$ cat src/rtl/demux_route_4.sv
// Purpose: registered 1-to-4 demux, one word stream steered by in_sel into four holding registers.
// Latency: 1 cycle from input acceptance to out_valid/out_data on the selected channel.
// Backpressure: in_ready drops only when the addressed channel is full and its consumer is stalled.
//
// Ports:
//   clk, reset          rising-edge clock, synchronous active-high reset
//   in_valid/in_ready   producer handshake; in_data and in_sel qualified by in_valid
//   out_valid/out_ready per-channel consumer handshake (bit i = channel i)
//   out_data            channel i word at [i*WIDTH +: WIDTH]
//   accept_count        wrapping count of accepted input words
module demux_route_4 #(
  parameter int WIDTH = 32
) (
  input  logic               clk,
  input  logic               reset,
  input  logic               in_valid,
  output logic               in_ready,
  input  logic [WIDTH-1:0]   in_data,
  input  logic [1:0]         in_sel,
  output logic [3:0]         out_valid,
  input  logic [3:0]         out_ready,
  output logic [4*WIDTH-1:0] out_data,
  output logic [15:0]        accept_count
);

  logic [3:0]       valid_q, valid_d;
  logic [WIDTH-1:0] data_q [4];
  logic [WIDTH-1:0] data_d [4];
  logic [15:0]      count_q, count_d;
  logic             in_fire;

  // Only the addressed channel can stall the producer; a full channel whose
  // consumer is draining this cycle still accepts (drain and fill together).
  always_comb begin
    in_ready = !valid_q[in_sel] | out_ready[in_sel];
    in_fire  = in_valid & in_ready;
  end

  always_comb begin
    for (int i = 0; i < 4; i++) begin
      data_d[i]  = data_q[i];
      valid_d[i] = valid_q[i] & ~out_ready[i];
      // A fill overrides a same-cycle drain so the channel never bubbles.
      if (in_fire && (in_sel == 2'(i))) begin
        valid_d[i] = 1'b1;
        data_d[i]  = in_data;
      end
    end
    count_d = count_q + 16'(in_fire);
  end

  always_ff @(posedge clk) begin
    if (reset) begin
      valid_q <= 4'b0000;
      count_q <= 16'h0000;
      for (int i = 0; i < 4; i++) begin
        data_q[i] <= '0;
      end
    end else begin
      valid_q <= valid_d;
      count_q <= count_d;
      for (int i = 0; i < 4; i++) begin
        data_q[i] <= data_d[i];
      end
    end
  end

  for (genvar g = 0; g < 4; g++) begin : g_pack
    assign out_data[g*WIDTH +: WIDTH] = data_q[g];
  end

  assign out_valid    = valid_q;
  assign accept_count = count_q;

endmodule

$ cat config.mk
export PLATFORM = sky130hd
export DESIGN_NAME = demux_route_4
export DESIGN_NICKNAME = d
export VERILOG_FILES = /design/src/rtl/demux_route_4.sv
export SDC_FILE = /design/constraint.sdc
export NUM_CORES = 1
export LEC_CHECK = 0
export ABC_CLOCK_PERIOD_IN_PS = 2300
export CAP_MARGIN = 20
export CORE_MARGIN = 3
export CORE_UTILIZATION = 44
export DETAILED_ROUTE_END_ITERATION = 6
export PLACE_DENSITY = 0.88
export SLEW_MARGIN = 5
export SYNTH_ARGS = -nofsm -noshare
export SYNTH_HDL_FRONTEND = slang
export SYNTH_SLANG_ARGS = --single-unit
$ cat constraint.sdc
create_clock -name clk -period 2.3 [get_ports clk]
set_input_delay 0.23 -clock clk [delete_from_list [all_inputs] [get_ports clk]]
set_output_delay 0.23 -clock clk [all_outputs]
set_load 0.02 [all_outputs]
==> results of run 1 <==
## logic make-up after synthesis
group	synth area share
DFF	0.5641
muxes	0.004287
xor gates and xnor gates	0.02168
AOI/OAI and AO/OA	0.1277
adders and majority gates	0.004763
and+or+nand+nor	0.2439
buffers and inverters	0.03359
## flip-flops by register name, summed over array words and instances (netlist names)
register      flops
out_valid         4
accept_count     16
data_q          128
## routing by layer
layer	up-vias	part of all wire
met1	2429	0.37
met4	0	0.034
li1	2514	-
met2	254	0.50
met3	44	0.091
met5	-	0
## synthesized netlist by cell type, drive strengths merged
cell type / number / area, µm²
nand2: 260 / 975.9
dfxtp: 148 / 2963
a21oi: 133 / 665.6
clkbuf: 45 / 168.9
nor2: 14 / 52.55
nand4: 7 / 58.81
xnor2: 7 / 61.31
xor2: 6 / 52.55
nand2b: 5 / 31.28
nand3: 5 / 25.02
nor2b: 5 / 31.28
nor3: 4 / 20.02
nor4: 3 / 18.77
or3: 3 / 18.77
and2: 2 / 12.51
and4: 2 / 18.77
ha: 2 / 25.02
inv: 2 / 7.510
and3: 1 / 6.260
mux4: 1 / 22.52
o21ai: 1 / 5.000
or4: 1 / 11.26
## final cells by class
cell class,count,share of cell area
clock inverters,9,0.01321
well taps,143,0.02248
clock buffers,23,0.05755
multi-input cells,462,0.2668
repair buffers,218,0.2664
diodes,1,0.0003145
flip-flops and latches,148,0.3723
inverters,2,0.0009434
## metrics by stage
stage                     hold slack [ns]  instance area [µm²]  worst slack, ns  total power, mW  setup TNS [ns]
final                              0.2935                 7958          0.09909            5.969               0
after CTS                          0.2647                 7955           0.1200            6.001               0
after global placement             0.4404                 7392          -0.2437            3.353          -2.032
after global routing               0.2920                 7958         0.001952            6.176               0
after detailed placement           0.4458                 7392          -0.2668            3.364          -2.211
after floorplan                    0.3660                 5253          0.04378            3.017               0
## worst max path at each step
stage | endpoint | slack (ns) | depth (start not counted)
floorplan | accept_count[15]$_SDFF_PP0_ | 0.04 | 8
global placement | accept_count[10]$_SDFF_PP0_ | -0.24 | 11
detailed placement | accept_count[15]$_SDFF_PP0_ | -0.27 | 9
CTS | accept_count[6]$_SDFF_PP0_ | 0.12 | 10
global route | accept_count[10]$_SDFF_PP0_ | 0.002 | 10
finish | accept_count[6]$_SDFF_PP0_ | 0.1 | 10
## report_power, final
group | switching (mW) | internal, mW
Sequential | 0.0437 | 2.65
Clock | 1.04 | 1.62
Combinational | 0.349 | 0.275
==> results.sh, run 1 <==
export IMPL_outcome="finished clean"
export IMPL_crit_family="multiplexers"
export IMPL_path_max_fanout=4
export IMPL_start_util=0.4542
export IMPL_ctsHtreeMaxLevel=4
export IMPL_yosys_warnings=0
export IMPL_hp_class="in2reg"
export IMPL_min_delay_start="reset"
export IMPL_top_usage_layer="met2"
export IMPL_synth_cell_area_mm2=0.005253
export IMPL_met3_usage=0.08842
export IMPL_grt_antenna_before_repair=1
export IMPL_postCtsResizedCells=0
export IMPL_synth_seq_area_share=0.5641
export IMPL_fin_util=0.6881
export IMPL_use_met2=0.4267
export IMPL_fmaxAchievable_ghz=0.4544
export IMPL_drcViolationCount=0
export IMPL_dieWidth_um=115.3
export IMPL_std_cell_rows=39
export IMPL_slew_violations=0
export IMPL_syn_to_final_growth_pct=51.50
export IMPL_r2r_start="out_valid[2]$_SDFF_PP0_"
export IMPL_cp_required_ns=2.58
export IMPL_gp_congestion=0.8860
export IMPL_io_buffers=189
export IMPL_syn_nets=700
export IMPL_drtPass1Iterations=6
export IMPL_rr_endpoint="accept_count[6]$_SDFF_PP0_"
export IMPL_crit_chain="nand2b_1 > mux4_2 > and2_1 > ha_1 > buf_4 > ha_1 > inv_1 > nor2_1 > xnor2_1 > nor2_1"
export IMPL_grt_pass1_wl_mm=25.59
export IMPL_nFillCells=917
export IMPL_whs_path_depth=2
export IMPL_io_pins=190
export IMPL_final_common_cell="nand2_1"
export IMPL_cts_buffer_depth=2
export IMPL_wirelength_mm=16.57
export IMPL_layout_common_cells="nand2_1 (260), clkdlybuf4s50_1 (188), dfxtp_1 (148), a21oi_1 (133), buf_4 (29)"
export IMPL_multi_input_area_mm2=0.002123
export IMPL_whs_endpoint="accept_count[13]$_SDFF_PP0_"
export IMPL_post_drt_wl_per_cell_um=16.47
export IMPL_cts_hold_buf=0
export IMPL_globalRouteMet1Util=0.2759
export IMPL_cp_slowest_cell="mux4_2"
export IMPL_drive_gt1_frac=0.07309
export IMPL_setup_viol=0
export IMPL_grtUsageTotal=0.2503
export IMPL_cts_tree="built"
export IMPL_max_vdd_ir_drop_uv=493.1
export IMPL_cts_root_buf="clkbuf_16"
export IMPL_crit_type="reg2reg"
export IMPL_die_h_um=115.3
export IMPL_cts_made_buffers=17
export IMPL_place_hpwl_mm=11.33
export IMPL_dieArea_mm2=0.01328
export IMPL_period_share=0.9569
export IMPL_rr_worst_depth=10
export IMPL_grt_pass1_vias=5010
export IMPL_path_buf_inv=2
export IMPL_max_cap_violations=0
export IMPL_worst_setup_path_start_kind="flop"
export IMPL_core_area_mm2=0.01156
export IMPL_fin_crit_ns=2.201
export IMPL_cts_setup_buffers=0
export IMPL_critPathLaunch="out_valid[2]$_SDFF_PP0_"
export IMPL_rsz0062_at_grt="false"
export IMPL_timing_hold_violations_final=0
export IMPL_slew_headroom=0.6223
export IMPL_layout_cells_non_filler=1006
export IMPL_seq_area_mm2=0.002963
export IMPL_clkTransAtPathRegs_ns=0.06
export IMPL_p_leak_nw=2.796
export IMPL_drt_iter0_markers=532
export IMPL_cts_sinks=148
export IMPL_drtAntennaViolNets=0
export IMPL_p_per_area_mw_per_mm2=750.0
export IMPL_global_route_overflow_total=0
export IMPL_avgSynthCellArea_um2=7.995
export IMPL_rrSetupSlack_ns=0.1
export IMPL_cp_data_arrival_time_ns=2.48
export IMPL_yosys_cell_types_count=24
export IMPL_viasPerCell=5.210
export IMPL_grt_max_degree=60
export IMPL_post_place_cells=973
export IMPL_clkLatencyLatePin_ns=0.42
export IMPL_skew_ns=0.005290
export IMPL_nNetsFinal=892
export IMPL_ys_ff_latch=148
export IMPL_critPathMaxStageDelay_ns=0.48
export IMPL_worst_slew_pin_transition_ns=0.5666
export IMPL_crit_path_end_kind="flop"
export IMPL_vias=5241
export IMPL_postSynthCellCount=657
No activity file was read; power rests on OpenSTA's default activity.
==> run 2, diff against run 1 <==
--- a/config.mk
+++ b/config.mk
@@ -9,6 +9,7 @@
 export CAP_MARGIN = 20
 export CORE_MARGIN = 3
 export CORE_UTILIZATION = 44
+export CTS_CLUSTER_SIZE = 16
 export DETAILED_ROUTE_END_ITERATION = 6
 export PLACE_DENSITY = 0.88
 export SLEW_MARGIN = 5
==> results of run 2 <==
Final layout, timing and power as in run 1 (identical DEF).
